--- config.mk ---
export PLATFORM = sky130hd
export DESIGN_NAME = pipe_stage_buf_flat
export DESIGN_NICKNAME = d
export VERILOG_FILES = /design/src/rtl/pipe_pkg.sv /design/src/rtl/pipe_stage_buf_if.sv /design/src/rtl/pipe_entry_reg.sv /design/src/rtl/pipe_stage_buf.sv /design/src/flat_wrapper.sv
export SDC_FILE = /design/constraint.sdc
export NUM_CORES = 1
export LEC_CHECK = 0
export ABC_AREA = 0
export BUFFER_PORTS_ARGS = -buffer_cell sky130_fd_sc_hd__buf_4
export CAP_MARGIN = 20
export CORE_MARGIN = 3
export CORE_UTILIZATION = 50
export CTS_BUF_LIST = sky130_fd_sc_hd__clkbuf_8
export DETAILED_ROUTE_END_ITERATION = 8
export PLACE_DENSITY = 0.77
export SLEW_MARGIN = 20
export SYNTH_ARGS = -nofsm -noshare
export SYNTH_HDL_FRONTEND = slang
export SYNTH_SLANG_ARGS = --single-unit
--- constraint.sdc ---
create_clock -name clk_i -period 3.85 [get_ports clk_i]
set_input_delay 0.1925 -clock clk_i [delete_from_list [all_inputs] [get_ports clk_i]]
set_output_delay 0.1925 -clock clk_i [all_outputs]
set_load 0.05 [all_outputs]
--- src/rtl/pipe_pkg.sv ---
// Shared types and constants for the elastic pipeline stage.
// The entry struct is width-parametrised, so each module declares it locally from its own DATA_W/RD_W.
package pipe_pkg;

    typedef enum logic [1:0] {
        EMPTY = 2'd0,
        ONE   = 2'd1,
        FULL  = 2'd2
    } state_e;

    localparam int RD_W_DEF   = 5;
    localparam int DATA_W_DEF = 64;
    localparam int ZERO_REG   = 0;

    function automatic logic [1:0] state_count(state_e s);
        case (s)
            ONE:     return 2'd1;
            FULL:    return 2'd2;
            default: return 2'd0;
        endcase
    endfunction

endpackage

--- src/rtl/pipe_stage_buf_if.sv ---
// Handshake, lookup and occupancy signals of pipe_stage_buf.
// Signal suffixes are named from the stage's point of view.
interface pipe_stage_buf_if
    import pipe_pkg::*;
#(
    parameter int DATA_W = DATA_W_DEF,
    parameter int RD_W   = RD_W_DEF
);
    logic              in_valid_i;
    logic              in_ready_o;
    logic              in_wb_en_i;
    logic [RD_W-1:0]   in_rd_addr_i;
    logic [DATA_W-1:0] in_data_i;
    logic              out_valid_o;
    logic              out_ready_i;
    logic              out_wb_en_o;
    logic [RD_W-1:0]   out_rd_addr_o;
    logic [DATA_W-1:0] out_data_o;
    logic [RD_W-1:0]   lookup_addr_i;
    logic              lookup_hit_o;
    logic [DATA_W-1:0] lookup_data_o;
    logic [1:0]        count_o;

    modport slave (
        input  in_valid_i, in_wb_en_i, in_rd_addr_i, in_data_i, out_ready_i, lookup_addr_i,
        output in_ready_o, out_valid_o, out_wb_en_o, out_rd_addr_o, out_data_o,
               lookup_hit_o, lookup_data_o, count_o
    );

    modport master (
        output in_valid_i, in_wb_en_i, in_rd_addr_i, in_data_i, out_ready_i, lookup_addr_i,
        input  in_ready_o, out_valid_o, out_wb_en_o, out_rd_addr_o, out_data_o,
               lookup_hit_o, lookup_data_o, count_o
    );

endinterface

--- src/rtl/pipe_entry_reg.sv ---
// One held beat: payload loaded on i_load, valid bit with clear-over-set priority.
module pipe_entry_reg
    import pipe_pkg::*;
#(
    parameter int DATA_W = DATA_W_DEF,
    parameter int RD_W   = RD_W_DEF
) (
    input  logic              clk_i,
    input  logic              rst_n_i,
    input  logic              i_load,
    input  logic              i_vld_set,
    input  logic              i_vld_clr,
    input  logic              i_wb_en,
    input  logic [RD_W-1:0]   i_rd_addr,
    input  logic [DATA_W-1:0] i_data,
    output logic              o_valid,
    output logic              o_wb_en,
    output logic [RD_W-1:0]   o_rd_addr,
    output logic [DATA_W-1:0] o_data
);
    typedef struct packed {
        logic              valid;
        logic              wb_en;
        logic [RD_W-1:0]   rd_addr;
        logic [DATA_W-1:0] data;
    } entry_t;

    entry_t r_entry;

    always_ff @(posedge clk_i or negedge rst_n_i) begin
        if (!rst_n_i) begin
            r_entry <= '0;
        end else begin
            if (i_vld_clr)      r_entry.valid <= 1'b0;
            else if (i_vld_set) r_entry.valid <= 1'b1;
            if (i_load) begin
                r_entry.wb_en   <= i_wb_en;
                r_entry.rd_addr <= i_rd_addr;
                r_entry.data    <= i_data;
            end
        end
    end

    assign o_valid   = r_entry.valid;
    assign o_wb_en   = r_entry.wb_en;
    assign o_rd_addr = r_entry.rd_addr;
    assign o_data    = r_entry.data;

endmodule

--- src/rtl/pipe_stage_buf.sv ---
// Elastic pipeline stage: main + skid entry, valid/ready handshake, flush, run enable,
// and a combinational pending-write lookup for hazard/forwarding logic.
module pipe_stage_buf
    import pipe_pkg::*;
#(
    parameter int DATA_W = DATA_W_DEF,
    parameter int RD_W   = RD_W_DEF
) (
    input  logic             clk_i,
    input  logic             rst_n_i,
    input  logic             start_i,
    input  logic             flush_i,
    pipe_stage_buf_if.slave  bus
);
    state_e r_state, w_state_nxt;

    logic              w_in_fire, w_out_fire;
    logic              w_main_load, w_main_from_skid, w_skid_load;
    logic              w_main_vld, w_main_wb, w_skid_vld, w_skid_wb;
    logic [RD_W-1:0]   w_main_rd, w_skid_rd, w_main_rd_d;
    logic [DATA_W-1:0] w_main_data, w_skid_data, w_main_data_d;
    logic              w_main_wb_d;
    logic              w_main_hit, w_skid_hit;

    // in_ready comes from registered state only, so out_ready never reaches it combinationally
    assign bus.in_ready_o  = start_i & (r_state != FULL);
    assign bus.out_valid_o = start_i & w_main_vld;
    assign w_in_fire       = bus.in_valid_i & bus.in_ready_o;
    assign w_out_fire      = bus.out_valid_o & bus.out_ready_i;

    always_ff @(posedge clk_i or negedge rst_n_i) begin
        if (!rst_n_i) r_state <= EMPTY;
        else          r_state <= w_state_nxt;
    end

    always_comb begin
        w_state_nxt      = r_state;
        w_main_load      = 1'b0;
        w_main_from_skid = 1'b0;
        w_skid_load      = 1'b0;
        if (flush_i) begin
            w_state_nxt = EMPTY;
        end else if (start_i) begin
            case (r_state)
                EMPTY: if (w_in_fire) begin
                    w_state_nxt = ONE;
                    w_main_load = 1'b1;
                end
                ONE: begin
                    if (w_in_fire && !w_out_fire) begin
                        w_state_nxt = FULL;
                        w_skid_load = 1'b1;
                    end else if (!w_in_fire && w_out_fire) begin
                        w_state_nxt = EMPTY;
                    end else if (w_in_fire && w_out_fire) begin
                        w_main_load = 1'b1;
                    end
                end
                FULL: if (w_out_fire) begin
                    w_state_nxt      = ONE;
                    w_main_load      = 1'b1;
                    w_main_from_skid = 1'b1;
                end
                default: w_state_nxt = EMPTY;
            endcase
        end
    end

    assign w_main_wb_d   = w_main_from_skid ? w_skid_wb   : bus.in_wb_en_i;
    assign w_main_rd_d   = w_main_from_skid ? w_skid_rd   : bus.in_rd_addr_i;
    assign w_main_data_d = w_main_from_skid ? w_skid_data : bus.in_data_i;

    pipe_entry_reg #(.DATA_W(DATA_W), .RD_W(RD_W)) u_main (
        .clk_i     (clk_i),
        .rst_n_i   (rst_n_i),
        .i_load    (w_main_load),
        .i_vld_set (w_state_nxt != EMPTY),
        .i_vld_clr (w_state_nxt == EMPTY),
        .i_wb_en   (w_main_wb_d),
        .i_rd_addr (w_main_rd_d),
        .i_data    (w_main_data_d),
        .o_valid   (w_main_vld),
        .o_wb_en   (w_main_wb),
        .o_rd_addr (w_main_rd),
        .o_data    (w_main_data)
    );

    pipe_entry_reg #(.DATA_W(DATA_W), .RD_W(RD_W)) u_skid (
        .clk_i     (clk_i),
        .rst_n_i   (rst_n_i),
        .i_load    (w_skid_load),
        .i_vld_set (w_state_nxt == FULL),
        .i_vld_clr (w_state_nxt != FULL),
        .i_wb_en   (bus.in_wb_en_i),
        .i_rd_addr (bus.in_rd_addr_i),
        .i_data    (bus.in_data_i),
        .o_valid   (w_skid_vld),
        .o_wb_en   (w_skid_wb),
        .o_rd_addr (w_skid_rd),
        .o_data    (w_skid_data)
    );

    assign bus.out_wb_en_o   = w_main_wb & bus.out_valid_o;
    assign bus.out_rd_addr_o = w_main_rd;
    assign bus.out_data_o    = w_main_data;
    assign bus.count_o       = state_count(r_state);

    // x0 is hard-wired zero, so it can never be a pending write
    assign w_main_hit = w_main_vld & w_main_wb & (w_main_rd == bus.lookup_addr_i)
                      & (bus.lookup_addr_i != RD_W'(ZERO_REG));
    assign w_skid_hit = w_skid_vld & w_skid_wb & (w_skid_rd == bus.lookup_addr_i)
                      & (bus.lookup_addr_i != RD_W'(ZERO_REG));

    assign bus.lookup_hit_o  = w_main_hit | w_skid_hit;
    assign bus.lookup_data_o = w_skid_hit ? w_skid_data :
                               w_main_hit ? w_main_data : '0;

endmodule

--- src/flat_wrapper.sv ---
// flat-port wrapper written by rule: the top's interface ports become plain ports
module pipe_stage_buf_flat import pipe_pkg::*;
#(
    parameter int DATA_W = DATA_W_DEF,
    parameter int RD_W   = RD_W_DEF
)
  (clk_i, rst_n_i, start_i, flush_i, bus_in_valid_i, bus_in_wb_en_i, bus_in_rd_addr_i, bus_in_data_i, bus_out_ready_i, bus_lookup_addr_i, bus_in_ready_o, bus_out_valid_o, bus_out_wb_en_o, bus_out_rd_addr_o, bus_out_data_o, bus_lookup_hit_o, bus_lookup_data_o, bus_count_o);
  pipe_stage_buf_if #(.DATA_W(DATA_W), .RD_W(RD_W)) bus_i ();
  input  logic clk_i;
  input  logic rst_n_i;
  input  logic start_i;
  input  logic flush_i;
  input wire logic [$bits(bus_i.in_valid_i)-1:0] bus_in_valid_i;
  input wire logic [$bits(bus_i.in_wb_en_i)-1:0] bus_in_wb_en_i;
  input wire logic [$bits(bus_i.in_rd_addr_i)-1:0] bus_in_rd_addr_i;
  input wire logic [$bits(bus_i.in_data_i)-1:0] bus_in_data_i;
  input wire logic [$bits(bus_i.out_ready_i)-1:0] bus_out_ready_i;
  input wire logic [$bits(bus_i.lookup_addr_i)-1:0] bus_lookup_addr_i;
  output wire logic [$bits(bus_i.in_ready_o)-1:0] bus_in_ready_o;
  output wire logic [$bits(bus_i.out_valid_o)-1:0] bus_out_valid_o;
  output wire logic [$bits(bus_i.out_wb_en_o)-1:0] bus_out_wb_en_o;
  output wire logic [$bits(bus_i.out_rd_addr_o)-1:0] bus_out_rd_addr_o;
  output wire logic [$bits(bus_i.out_data_o)-1:0] bus_out_data_o;
  output wire logic [$bits(bus_i.lookup_hit_o)-1:0] bus_lookup_hit_o;
  output wire logic [$bits(bus_i.lookup_data_o)-1:0] bus_lookup_data_o;
  output wire logic [$bits(bus_i.count_o)-1:0] bus_count_o;
  assign bus_i.in_valid_i = bus_in_valid_i;
  assign bus_i.in_wb_en_i = bus_in_wb_en_i;
  assign bus_i.in_rd_addr_i = bus_in_rd_addr_i;
  assign bus_i.in_data_i = bus_in_data_i;
  assign bus_i.out_ready_i = bus_out_ready_i;
  assign bus_i.lookup_addr_i = bus_lookup_addr_i;
  assign bus_in_ready_o = bus_i.in_ready_o;
  assign bus_out_valid_o = bus_i.out_valid_o;
  assign bus_out_wb_en_o = bus_i.out_wb_en_o;
  assign bus_out_rd_addr_o = bus_i.out_rd_addr_o;
  assign bus_out_data_o = bus_i.out_data_o;
  assign bus_lookup_hit_o = bus_i.lookup_hit_o;
  assign bus_lookup_data_o = bus_i.lookup_data_o;
  assign bus_count_o = bus_i.count_o;
  pipe_stage_buf #(.DATA_W(DATA_W), .RD_W(RD_W)) u_core (.clk_i(clk_i), .rst_n_i(rst_n_i), .start_i(start_i), .flush_i(flush_i), .bus(bus_i));
endmodule
Word level (Yosys, flattened, before mapping)
Index checks and enable logic that the tools add are counted.

Equality and inequality tests: 7. Bitwise operators: 12. Muxes and demuxes: 32. Reduce and logical (&&, ||, !) cells: 11.

Operators by type and width (count): two-way mux 64 bit (3); two-way mux 1 bit (19); two-way mux 2 bit (6); AND 1 bit (11); == test 5 bit (2); case mux 2 bit (3 select lines) (1); nonzero test 2 bit (3); two-way mux 5 bit (1); nonzero test 5 bit (1); == test 2 bit, second input constant (2); zero test 2 bit (2); != test 2 bit, second input constant (2); case mux 2 bit (2 select lines) (1); logical AND 1 bit (3); case mux 1 bit (3 select lines) (1); == test 2 x 1 -> 1 bit, second input constant (1); zero test 1 bit (2); bitwise OR 1 bit (1).

Bits of input ports: 81. Register bits: 144. Output and inout port bits: 139. Logic and storage cells: 71.

Longest topological paths before layout
Gate-level depths: netlist of run 1.

Depth in word-level cells: 13. Gate-level depth with buffers: 6. Mapped depth without buffers: 4.

By module
A second synthesis of run 1 with hierarchy kept.

Cell total of the unflattened synthesis: 574. Area, all modules: 8633.3 sq um.

Modules (own cells, without submodules): pipe_entry_reg (instances 2, cells an instance 150, area each 2989.1 sq um, sequential area each 1776.7 sq um); pipe_stage_buf (instances 1, cells an instance 274, area each 2655.0 sq um, sequential area each 50.0 sq um).

Least setup slack after synthesis of run 1
OpenSTA, ideal clock, no wires.

Kind: reg-to-output. From: register u_core.u_main.r_entry (netlist bit u_core.u_main.o_rd_addr[0]). To: output bus_lookup_data_o[14]. Data required time: 3.658 ns. Arrival time: 2.545 ns. Slack: 1.112 ns. Cell stages (with the launch flop): 7. Buffers on the path: 2. Cell sequence: dfrtp_1 xor2_1 nor4_1 buf_2 buf_1 nand3_1 mux2i_1.

Cells in the longest elaborated chain, start to end: 5.

Ends and longest elaborated chain: start, declared (RTL line pipe_entry_reg.sv:28) `entry_t r_entry;`; == test 5 bit (RTL line pipe_stage_buf.sv:109) `assign w_main_hit = w_main_vld & w_main_wb & (w_main_rd == bus.lookup_addr_i)`; AND 1 bit (RTL line pipe_stage_buf.sv:109); AND 1 bit (RTL line pipe_stage_buf.sv:110) `& (bus.lookup_addr_i != RD_W'(ZERO_REG));`; two-way mux 64 bit (RTL line pipe_stage_buf.sv:116) `w_main_hit ? w_main_data : '0;`; two-way mux 64 bit (RTL line pipe_stage_buf.sv:115) `assign bus.lookup_data_o = w_skid_hit ? w_skid_data :`; end, declared (RTL line flat_wrapper.sv:25) `output wire logic [$bits(bus_i.lookup_data_o)-1:0] bus_lookup_data_o;`.

Every way passes these cells.

Final worst setup path of run 1
From: register u_core.u_main.r_entry (netlist bit u_core.u_main.o_rd_addr[2]). To: output bus_lookup_data_o[38].

The elaborated chain is that of the path after synthesis.

==> impl_summary.md, run 1 <==
Global routing
For met2 alone, demand over resource in global routing was 44.3%. In the global route stage, overall resource usage came out at 24.7%. The first global-routing pass estimated 32900 um of wire.

The overflow left after global routing is 0. The global-route track usage on met3 is 5.73%. The peak-usage layer in the global routing report is met2.

The number of global-route vias before repair was 6531. The maximum number of pins on one net before global-route repair is 86. The global-route track usage on met1 is 29.0%. The initial antenna violation count is 0.

Min path
The hold path startpoint is bus_in_valid_i. The worst min-delay path endpoint is u_core.r_state[0]. In this run the worst hold path is classified as input port to flip-flop. The worst hold path passes through 4 cells.

CTS
TritonCTS built the clock tree. The clock insertion delay at the later pin of the skew report is 0.45 ns. The root cell of the clock tree is sky130_fd_sc_hd__clkbuf_8. The number of clock sinks is 144. The clock-pin transition on the worst setup and hold timing paths is 0.08 ns. The count of buffers added by post-CTS timing repair for setup is 0. The longest clock path from root to sink contains 2 buffers. Counting the buffers created by CTS gives 17. The deepest level of the CTS H-tree is 4.

Routing
In the routed design, unresolved DRC markers number 0. The detailed-route wire length is 20900 um. After detailed routing, the average wire length per cell comes to 18.9 um. Across all layers, the routed design uses 6047 vias.

The first detailed-routing pass took 4 iterations. The average vias per placed instance is 5.45. The remaining antenna violation count is 0.

The detailed router finished its first iteration with 340 violations.

Critical path
The number of buffer and inverter instances along the worst setup path is 2. The worst register-to-register path ends at u_core.u_main.o_data[63]. The number of cells on the worst reg-to-reg path is 5. The startpoint identified for the worst register-to-register timing path is u_core.r_state[1]. The largest single stage delay on the critical path is 0.75 ns. The capturing element type of the critical path is a primary output.

Data on the critical path arrives at its endpoint at 2.96 ns. Walking the worst path, the cells encountered are xnor2_1 > o211a_2 > buf_4 > nand3_1 > mux2i_1 > buf_4. The required time at the worst-slack endpoint is 3.66 ns. The largest individual stage delay along the critical path comes from the cell sky130_fd_sc_hd__o211a_2. The cell repeated most along the worst path is sky130_fd_sc_hd__buf_4. In this run the worst path has a maximum fanout of 33. The critical path in this run is classified as flip-flop to primary output. The element type at the critical path start is a flip-flop. The largest delay contributor family on the critical path is compound AO/OA/AOI/OAI gates. The setup slack of the most critical reg-to-reg path is 1.61 ns.

Power
Dividing total power by cell area gives a power density of 525 nW/um^2. In this run the static leakage power is 5.47 nW. The worst-case IR drop observed on VDD is 419 uV.

Floorplanning
The total die area is 17100 um^2. The core region is 14900 um^2. The vertical die dimension is 131 um. In this run the count of I/O pins placed on the die edge is 220. The horizontal die dimension is 131 um. The row count is 44. The starting density of the core is 52.3%.

Yosys
Sorting the synthesized cells by area gives the leading types as sky130_fd_sc_hd__dfrtp_1, sky130_fd_sc_hd__mux2_2, sky130_fd_sc_hd__mux2i_1. The mean area per synthesized cell is 12.3 um^2. Of the post-synthesis cell area, the dominant cell type holds 46.3%. In this run, distinct cell masters in the synthesized netlist total 34. Counting flops with an async set or reset pin after synthesis yields a share of 100%. The number of synthesized register bits is 144. The number of enable flip-flop cells after synthesis is 0.

Yosys printed 0 warnings. The gate count of the mapped netlist is 632. The proportion of synthesized chip area in sequential cells is 46.3%. The synthesized net count is 713. The most used flip-flop cell after synthesis is sky130_fd_sc_hd__dfrtp_1.

The synthesized design spends more area on one cell type than any other, namely sky130_fd_sc_hd__dfrtp_1. The synthesized netlist occupies a cell area of 7780 um^2.

Timing
The headroom to the max-slew limit is 44.0%. Timing would allow up to 317 MHz. The clock arrives with 0.00972 ns of skew. The final critical-path setup slack is 0.696 ns. Setup repair after global routing left no endpoint under its margin. The minimum clock period is 3.15 ns. The portion of the clock cycle consumed by the worst path in the final layout is 81.9%. The max-slew violation count is 0. Setup violations remaining at the end of the flow were counted as 0. The final count of hold timing violations came to 0. For the pin with the worst max-slew slack, the measured transition is 0.841 ns. Setup total negative slack on the finished layout was measured at 0 ns.

Placed design
Timing analysis after detailed placement gives a worst setup slack of 1.29 ns. The congestion estimate from routability-driven global placement came to 0.794. Buffers placed on the I/O ports in this run total 219. The half-perimeter wire length after detailed placement is 13500 um.

Run status
The run finished with clean final reports.

Finish
In the final layout, the multi-input gates occupy 3680 um^2. The layout-stage area growth over the synthesis result is 37.9%. Cells with a size suffix above 1 make up 51.5% of the layout. The utilization after layout is 72.2%. The flip-flop and latch area is 3600 um^2. The net count of the finished layout is 993. The fill cell instance count of the final layout is 1008.

The number of antenna diodes in the final layout is 0.

Job
The number of maximum-capacitance violations is 0.
metal layers:
metal | share of wire, % | up-vias
met5 | 0 | -
met4 | 1.7 | 0
met3 | 5.6 | 30
met2 | 52 | 194
met1 | 41 | 3060
li1 | - | 2763
worst max path at each step:
stage,from,end,slack [ns],cells past startpoint
5_1_grt,u_core.u_main.o_rd_addr[4],bus_lookup_data_o[38],0.56,6
3_3_place_gp,u_core.u_main.o_rd_addr[2],bus_lookup_data_o[56],1.39,6
4_1_cts,u_core.u_main.o_rd_addr[2],bus_lookup_data_o[61],0.78,6
2_1_floorplan,u_core.u_main.o_rd_addr[0],bus_lookup_data_o[14],1.11,6
3_5_place_dp,u_core.u_main.o_rd_addr[4],bus_lookup_data_o[61],1.29,6
6_report,u_core.u_main.o_rd_addr[2],bus_lookup_data_o[38],0.70,6
worst min-delay path, cell delays in order:
cell                       delay [ns]
sky130_fd_sc_hd__buf_4           0.08
sky130_fd_sc_hd__a311oi_1        0.04
sky130_fd_sc_hd__a211oi_1        0.20
sky130_fd_sc_hd__nor3_1          0.11
synth_stat cells, types with 2 or more instances:
library cell / count
sky130_fd_sc_hd__nor4_1: 2
sky130_fd_sc_hd__nand2_1: 4
sky130_fd_sc_hd__xnor2_1: 3
sky130_fd_sc_hd__buf_4: 6
sky130_fd_sc_hd__inv_1: 66
sky130_fd_sc_hd__nand3_1: 65
sky130_fd_sc_hd__nor2b_1: 3
sky130_fd_sc_hd__and3_1: 3
sky130_fd_sc_hd__nor2_1: 2
sky130_fd_sc_hd__mux2_4: 10
sky130_fd_sc_hd__buf_1: 5
sky130_fd_sc_hd__mux2i_1: 65
sky130_fd_sc_hd__buf_2: 17
sky130_fd_sc_hd__mux2_2: 199
sky130_fd_sc_hd__xor2_1: 7
sky130_fd_sc_hd__dfrtp_1: 144
sky130_fd_sc_hd__buf_6: 7
sky130_fd_sc_hd__clkbuf_1: 8
sequential cells by signal (all words and copies together) (netlist names):
name,cells
u_core.u_skid.o_data,64
u_core.u_main.o_data,64
u_core.u_skid.o_rd_addr,5
u_core.u_skid.o_wb_en,1
u_core.r_state,2
u_core.u_main.o_rd_addr,5
u_core.u_main.o_valid,1
u_core.u_skid.o_valid,1
u_core.u_main.o_wb_en,1
through the flow:
step | hold slack (ns) | area (um^2) | power, mW | std cells
floorplan | -0.103 | 7780 | 3.46 | 632
global placement | 0.303 | 9510 | 4.02 | 1005
detailed placement | 0.304 | 9510 | 4.10 | 1005
CTS | 0.197 | 10700 | 5.67 | 1109
global route | 0.237 | 10700 | 5.89 | 1109
finish | 0.235 | 10700 | 5.64 | 1109
what timing repair did:
action                                  4_1_cts  5_1_grt
hold buffers                                 72        0
endpoints found under the hold margin       154        0
endpoints found under the setup margin        0        0
gates resized for setup                       0        0
area by class of cell:
class                           count  share of cell area, %
Sequential cell                   144                   33.6
Tap cell                          184                   2.15
Clock inverter                     10                   1.90
Clock buffer                       22                   2.82
Timing Repair Buffer              304                   23.0
Inverter                           66                   2.31
Multi-Input combinational cell    379                   34.3
placed cells by master (no fill, tap or decap):
master | synthesis | final
sky130_fd_sc_hd__a211oi_1 | 1 | 1
sky130_fd_sc_hd__a21oi_2 | 1 | 1
sky130_fd_sc_hd__a221oi_1 | 1 | 1
sky130_fd_sc_hd__a311oi_1 | 1 | 1
sky130_fd_sc_hd__and2_1 | 1 | 1
sky130_fd_sc_hd__and2b_1 | 1 | 1
sky130_fd_sc_hd__and3_1 | 3 | 3
sky130_fd_sc_hd__buf_4 | 6 | 231
sky130_fd_sc_hd__buf_6 | 7 | 1
sky130_fd_sc_hd__bufinv_16 | 0 | 6
sky130_fd_sc_hd__clkbuf_8 | 0 | 22
sky130_fd_sc_hd__clkinv_2 | 0 | 1
sky130_fd_sc_hd__clkinvlp_4 | 0 | 2
sky130_fd_sc_hd__dfrtp_1 | 144 | 144
sky130_fd_sc_hd__dlygate4sd3_1 | 0 | 72
sky130_fd_sc_hd__inv_1 | 66 | 67
sky130_fd_sc_hd__mux2_1 | 1 | 1
sky130_fd_sc_hd__mux2_2 | 199 | 199
sky130_fd_sc_hd__mux2_4 | 10 | 10
sky130_fd_sc_hd__mux2i_1 | 65 | 65
sky130_fd_sc_hd__nand2_1 | 4 | 4
sky130_fd_sc_hd__nand2b_1 | 1 | 1
sky130_fd_sc_hd__nand3_1 | 65 | 65
sky130_fd_sc_hd__nand3b_1 | 1 | 1
sky130_fd_sc_hd__nand4b_1 | 1 | 1
sky130_fd_sc_hd__nor2_1 | 2 | 2
sky130_fd_sc_hd__nor2b_1 | 3 | 3
sky130_fd_sc_hd__nor3_1 | 1 | 1
sky130_fd_sc_hd__nor4_1 | 2 | 1
sky130_fd_sc_hd__nor4_2 | 0 | 1
sky130_fd_sc_hd__o211a_2 | 0 | 1
sky130_fd_sc_hd__o211ai_1 | 1 | 1
sky130_fd_sc_hd__o41ai_4 | 1 | 1
sky130_fd_sc_hd__or3_1 | 1 | 1
sky130_fd_sc_hd__or4_1 | 1 | 1
sky130_fd_sc_hd__xnor2_1 | 3 | 3
sky130_fd_sc_hd__xor2_1 | 7 | 7
cell families after synthesis:
group / count (synthesis) / share of synthesized area (%)
muxes: 275 / 39.2
DFF: 144 / 46.3
buffers and inverters: 109 / 6.50
and+or+nand+nor: 87 / 5.82
xor gates and xnor gates: 10 / 1.13
AOI/OAI and AO/OA: 7 / 1.01
report_power, final:
part / leakage (nW) / internal (mW) / switching, mW / total [mW]
registers: 1.76 / 1.91 / 0.338 / 2.25
logic: 3.45 / 0.756 / 1.15 / 1.90
clock network: 0.253 / 0.921 / 0.569 / 1.49
total: 5.47 / 3.59 / 2.05 / 5.64
Note: power is estimated with default switching activity, not from simulation.
==> run 2: changes to the inputs <==
Settings changed: ABC_AREA 0 to 1, PLACE_DENSITY 0.77 to 0.78.
Clock period 3.85 ns to 3.1 ns, I/O delays scaled along.
==> run 2 against run 1 <==
  * Synthesized area shrank 4.3%
  * Sequential share of layout area grew 2.3 points
  * Routed wire length shrank 6.7%
  * Largest power group unchanged
  * Sequential power grew 27%
  * Hold slack lost 0.21 ns
  * Critical path type unchanged
  * Combinational power grew 19%
  * Clock skew shrank 0.0016 ns
  * Critical endpoint is now bus_lookup_data_o[26]
  * Clock-buffer cell count shrank 5
  * Non-clock buffer count shrank 14
==> impl_summary.md, run 2 <==
Finish
The layout-stage area growth over the synthesis result is 34.8%. At the end of the flow, the number of nets in the layout was 1299. The top cell types in the final layout, fill and taps aside, are sky130_fd_sc_hd__nand2_1, sky130_fd_sc_hd__buf_4, sky130_fd_sc_hd__dfrtp_1. The library cell used most frequently in the layout, excluding fill and tap cells, is sky130_fd_sc_hd__nand2_1. The fraction of final layout cells with drive strength greater than 1 is 24.9%.

Fill cells in the final layout number 1168. The number of antenna diodes in the final layout is 0. After routing the design area is 10000 um^2.

Yosys
The synthesized design contains 144 register bits. The mean area per synthesized cell is 7.66 um^2. The gate count of the mapped netlist is 973. The most used flip-flop cell after synthesis is sky130_fd_sc_hd__dfrtp_1. The Yosys step of the flow raised 0 warnings.

The synthesized netlist occupies a cell area of 7450 um^2. The number of enable flip-flop cells after synthesis is 0. The library cell occupying the most area in the post-synthesis netlist is sky130_fd_sc_hd__dfrtp_1. Yosys instantiated no cell more often than sky130_fd_sc_hd__nand2_1. The synthesized net count is 1054. Summing the sequential cell areas from Yosys gives 48.4% of the chip area. In the synthesized netlist the async set-or-reset flop fraction comes to 100%. The count of distinct cell types in the synthesized netlist is 28. Counting instances in the post-synthesis netlist gives the leading cell types as sky130_fd_sc_hd__nand2_1, sky130_fd_sc_hd__dfrtp_1, sky130_fd_sc_hd__o21ai_1. By area the synthesized netlist is led by sky130_fd_sc_hd__dfrtp_1, sky130_fd_sc_hd__nand2_1, sky130_fd_sc_hd__o21ai_1. The proportion of netlist area held by the largest area contributor is 48.4%.

Routing
The first routing iteration left 490 violations. The remaining antenna violation count is 0. Wires add up to 19500 um. The first detailed-routing pass ran for 6 iterations.

The routed length per instance is 13.8 um. The DRC violation count after routing is 0. The total via count after detailed routing is 7119. The average vias per placed instance is 5.05.

Critical path
The category of the most critical setup path is flip-flop to primary output. The worst setup path is launched from a flip-flop. The depth of the worst register-to-register path is 7. In this run the worst setup path terminates at bus_lookup_data_o[26]. The launching element of the worst setup path is u_core.u_skid.o_rd_addr[1]. The capturing element type of the critical path is a primary output. The worst register-to-register path ends at u_core.u_main.o_rd_addr[1]. STA puts the critical path data arrival time at 2.49 ns. The startpoint of the lowest-slack register-to-register path is u_core.r_state[0]. The biggest fanout along the worst timing path is 26.

Across all register-to-register paths, the minimum setup slack is 0.99 ns. Data on the critical path is required at its endpoint by 2.94 ns.

CTS
In this run the deepest clock path goes through 2 buffers. The clock insertion delay at the later pin of the skew report is 0.43 ns. TritonCTS built the clock tree. The number of resized instances in the post-cts repair step is 0. Post-CTS timing repair inserted 0 buffers for setup. The number of clock sinks is 144. In this run, post-CTS hold repair placed 58 buffers. Clock-pin slew was measured on the worst setup and hold paths at 0.08 ns. The root cell of the clock tree is sky130_fd_sc_hd__clkbuf_8. In this run, CTS created clock tree buffers numbering 17.

The H-tree was split into 4 levels.

Placed design
The count of buffers from port buffering is 219. The half-perimeter wire length after detailed placement is 12700 um. The congestion estimate from routability-driven global placement came to 0.841.

OpenSTA, run right after detailed placement, puts the worst setup slack at 0.896 ns. The post-detailed-placement cell area is 9040 um^2.

Global routing
The number of global-route vias before repair is 6755. The total overflow left after global routing is 0. The first-pass GRT wire length is 32200 um. The overall global routing resource usage is 24.2%. Entering global routing, the biggest net connects 105 pins.

The initial antenna violation count is 0.

Timing
The max-slew violation count is 0. The headroom to the max-slew limit is 35.6%. The minimum clock period is 2.65 ns.

The portion of the clock cycle consumed by the worst path in the final layout is 85.4%. The tightest hold path in the finished design has a slack of 0.0299 ns. The final count of hold timing violations was 0.

Setup violations remaining at the end of the flow were counted as 0. At the pin with the least slew margin, the transition time is 0.967 ns. The largest clock skew in the final design is 0.00814 ns.

The accumulated negative setup slack is 0 ns. The final critical-path setup slack is 0.454 ns. The highest clock rate is 378 MHz. Setup repair after global routing left no endpoint under its margin.

Power
The power density of the placed cells is 663 nW/um^2. IR analysis of the VDD net gives a maximum drop of 387 uV. The total design power is 6.66 mW. The leakage power is 5.56 nW.

Run status
The run finished with clean final reports.

Job
Across the run, the number of max-cap violations was 0.

Floorplanning
The placeable core region is 14200 um^2. The floorplan has 43 rows. 220 I/O pins were placed. Measured along the x axis, the die boundary spans 128 um. Measured along the y axis, the die boundary spans 128 um. The starting density of the core is 52.4%.

The total die area is 16400 um^2.

Min path
The type of the most critical hold path is input port to flip-flop.
[run 2: cell types whose count changed after synthesis, sizes merged, moves of 9 or more]
cell    delta
clkbuf    +14
inv       +21
mux2     -210
mux2i     -65
nand2    +364
nor2       +9
o21ai    +212
[run 2: critical path, stage by stage (launching register included)]
cell	delay (ns)
sky130_fd_sc_hd__dfrtp_1	0.40
sky130_fd_sc_hd__or2_2	0.30
sky130_fd_sc_hd__nand3_1	0.08
sky130_fd_sc_hd__nor2_1	0.06
sky130_fd_sc_hd__nand2_2	0.39
sky130_fd_sc_hd__buf_4	0.40
sky130_fd_sc_hd__nand3_1	0.12
sky130_fd_sc_hd__nand2_1	0.11
sky130_fd_sc_hd__buf_4	0.20
[run 2: area by class of cell]
cell class	instances	area, um^2	area share, %
clock buffers	17	234	2.33
inverters	87	327	3.25
well taps	180	225	2.24
flip-flops and latches	144	3600	35.9
clock inverters	14	174	1.73
multi-input cells	678	3110	31.0
repair buffers	290	2370	23.6
[run 2: logic make-up after synthesis]
group                  share of synthesized area [%]
AND/OR/NAND/NOR                                 24.6
AO/OA/AOI/OAI                                   16.5
flip-flops                                      48.4
buffers and inverters                           10.2
XOR/XNOR                                       0.235
[run 2: metal layers]
metal  part of all wire, %  track usage, %  vias up
met3                   7.2            4.79       27
met1                    44            33.5     3228
met4                   1.6            8.36        0
met2                    47            38.1      267
met5                     0               0        -
li1                      -               -     3597
[run 2: through the flow]
step | cells | util [%]
2_1_floorplan | 973 | -
3_3_place_gp | 1320 | 63.7
3_5_place_dp | 1320 | 63.7
4_1_cts | 1409 | 70.6
5_1_grt | 1410 | 70.7
6_report | 1410 | 70.7
[run 2: report_power, final]
group / internal (mW) / switching, mW / leakage [nW] / total, mW
sequential: 2.40 / 0.461 / 1.84 / 2.86
combinational: 0.756 / 1.51 / 3.51 / 2.26
clock: 0.858 / 0.683 / 0.212 / 1.54
[run 2: worst min-delay path by stage]
stage                      start                       end  slack [ns]  depth (start not counted)
2_1_floorplan            rst_n_i         u_core.r_state[0]       -0.14                          0
3_3_place_gp             rst_n_i  u_core.u_main.o_data[60]        0.34                          1
3_5_place_dp             rst_n_i  u_core.u_main.o_data[60]        0.34                          1
4_1_cts        bus_in_data_i[41]  u_core.u_skid.o_data[41]      0.0006                          3
5_1_grt        bus_in_data_i[40]  u_core.u_skid.o_data[40]        0.02                          3
6_report       bus_in_data_i[62]  u_core.u_skid.o_data[62]        0.03                          3
==> run 3: changes to the inputs <==
Settings changed: ABC_AREA 1 to unset, PLACE_DENSITY 0.78 to 0.77.
==> run 3 against run 2 <==
  * First-iteration DRC count decreased by 60%
  * Combinational power increased by 4%
  * Non-clock buffer count increased by 13
  * Clock-buffer cell count increased by 2
==> impl_summary.md, run 3 (synthesis results as in run 1) <==
Run status
The run finished with clean final reports.

Power
The leakage power is 5.49 nW. VDD sags by at most 400 uV. The power density of the placed cells is 650 nW/um^2.

CTS
In this run the post-CTS setup repair buffer count came out at 0. The clock-pin transition on the worst setup and hold timing paths is 0.07 ns. The clock passes through at most 2 buffers. CTS saw 144 sinks. For the worst-skew pair, the clock arrives at the later sink with an insertion delay of 0.44 ns. Post-CTS repair changed the size of 0 cells. The tree is rooted in a sky130_fd_sc_hd__clkbuf_8. The deepest level of the CTS H-tree is 4. Buffers inserted to repair hold after CTS numbered 72. The number of buffers inserted during clock tree synthesis is 17. TritonCTS built the clock tree.

Placed design
Detailed placement finished with a half-perimeter wire length of 13300 um. Routability-driven placement finished with a final weighted congestion of 0.844. Buffers placed on the I/O ports in this run total 219.

Critical path
The number of buffer and inverter instances along the worst setup path is 2. The largest delay contributor family on the critical path is buffers and inverters. The largest single stage delay on the critical path is 0.45 ns. The critical path data arrival time is 2.51 ns. The capturing element type of the critical path is a primary output. The critical path in this run is classified as flip-flop to primary output. The critical path's slowest cell is sky130_fd_sc_hd__buf_4.

STA classifies the critical path startpoint as a flip-flop. Traced cell by cell, the critical path runs through xor2_1 > nor4_2 > buf_4 > nand3_1 > mux2i_1 > buf_4. The setup check on the worst reg-to-reg path leaves a slack of 0.92 ns. The required time at the worst-slack endpoint is 2.94 ns. In this design, the critical path's most frequently occurring cell is sky130_fd_sc_hd__buf_4. The biggest fanout along the worst timing path is 36.

Finish
Compared with the post-synthesis result, the final layout area differs by 38.2%. At the end of the flow the core is filled with cells to 72.4%. The fraction of final layout cells with drive strength greater than 1 is 51.4%. The most common cell after layout, fill and taps aside is sky130_fd_sc_hd__buf_4. The number of antenna diodes in the final layout is 0. In the final design database the tool counted 992 nets. In the layout the commonest cells are sky130_fd_sc_hd__buf_4, sky130_fd_sc_hd__mux2_2, sky130_fd_sc_hd__dfrtp_1.

Timing
The portion of the clock cycle consumed by the worst path in the final layout is 85.8%. The highest clock rate is 376 MHz. The largest clock skew in the final design is 0.0126 ns. The count of final setup violators is 0. The headroom to the max-slew limit is 47.5%. The max-slew violation count is 0. Setup repair after global routing left no endpoint under its margin. The worst path needs 2.66 ns of the cycle, external delays included. The slew at the pin with the worst max-slew slack is 0.788 ns. In the final timing run, aggregate negative setup slack is 0 ns. The final count of hold timing violations was 0.

Global routing
Entering global routing, the biggest net connects 77 pins. The first global-routing pass estimated 32200 um of wire. The initial antenna violation count is 0. Across every metal layer, demand over resource in global routing totals 24.1%.

The number of global-route vias before repair is 6338. The total overflow left after global routing is 0.

Floorplanning
The total die area is 17100 um^2. Once the floorplan was initialized, standard cells occupied 52.3% of the core. The boundary pin count is 220. The placeable core region is 14900 um^2. The floorplan has 44 rows. The vertical die dimension is 131 um.

In this run the horizontal extent of the chip is 131 um.

Routing
The DRC violation count after routing is 0. The remaining antenna violation count is 0. The average vias per placed instance is 5.33.

The routed length per instance is 18.2 um. The first-iteration detailed-routing DRC count is 197. The total via count after detailed routing is 5903. The number of detailed-routing iterations run before antenna repair is 4.

The detailed-route wire length is 20200 um.

Min path
The type of the most critical hold path is input port to flip-flop.

Job
Across the run, the number of max-cap violations was 0.
==> run 3: cell count changes in the layout (fill, tap and decap cells not counted), sizes merged, moves of 4 or more <==
cell         delta
inv            -21
a21oi           -5
xor2            +6
nor2            -9
nand2         -364
nand3           -4
o21ai         -212
mux2i          +65
mux2          +210
dlygate4sd3    +13
==> run 3: worst paths after layout <==
path                                            start                  endpoint  cells past startpoint
max in group asynchronous                     rst_n_i     u_core.u_skid.o_valid                      3
min in group asynchronous                     rst_n_i  u_core.u_skid.o_data[61]                      2
min reg2reg                     u_core.u_skid.o_wb_en     u_core.u_skid.o_wb_en                      1
min                                    bus_in_valid_i         u_core.r_state[0]                      4
max reg2reg                         u_core.r_state[1]  u_core.u_main.o_data[23]                      5
max                        u_core.u_main.o_rd_addr[0]     bus_lookup_data_o[39]                      6
==> run 3: through the flow <==
step           setup WS, ns  std cells  instance area, um^2  hold WS (ns)  power [mW]
5_1_grt               0.285       1108                10800         0.145        7.31
3_5_place_dp          0.786       1004                 9540         0.204        5.10
2_1_floorplan         0.400        632                 7780        -0.141        4.29
6_report              0.440       1108                10800         0.170        6.99
4_1_cts               0.436       1108                10800         0.118        7.03
3_3_place_gp          0.816       1004                 9540         0.189        5.00
==> run 3: final cells by class <==
| class | instances | area (um^2) |
|---|---|---|
| Timing Repair Buffer | 303 | 2500 |
| Clock inverter | 13 | 239 |
| Clock buffer | 19 | 262 |
| Tap cell | 184 | 230 |
| Fill cell | 1022 | 4110 |
| Sequential cell | 144 | 3600 |
| Inverter | 66 | 248 |
| Multi-Input combinational cell | 379 | 3680 |
==> run 3: worst reg2reg max path: stages, from the launching register on <==
cell and delay (ns):
sky130_fd_sc_hd__dfrtp_1 0.46, sky130_fd_sc_hd__and2b_1 0.33, sky130_fd_sc_hd__a21oi_2 0.07, sky130_fd_sc_hd__o41ai_4 0.22, sky130_fd_sc_hd__buf_4 0.53, sky130_fd_sc_hd__mux2_2 0.45
==> run 3: power by group <==
part           internal [mW]  switching [mW]
logic                  0.940            1.41
clock network           1.15           0.689
registers               2.37           0.419
==> run 3: routing by layer <==
layer  up-vias  wire length, um  global-route usage [%]  part of all wire [%]
met3        32              857                    4.31                   4.3
met5         -                0                       0                     0
met4         0              426                    9.20                   2.1
li1       2755                -                       -                     -
met1      2942             8500                    29.3                    42
met2       174            10400                    42.5                    51
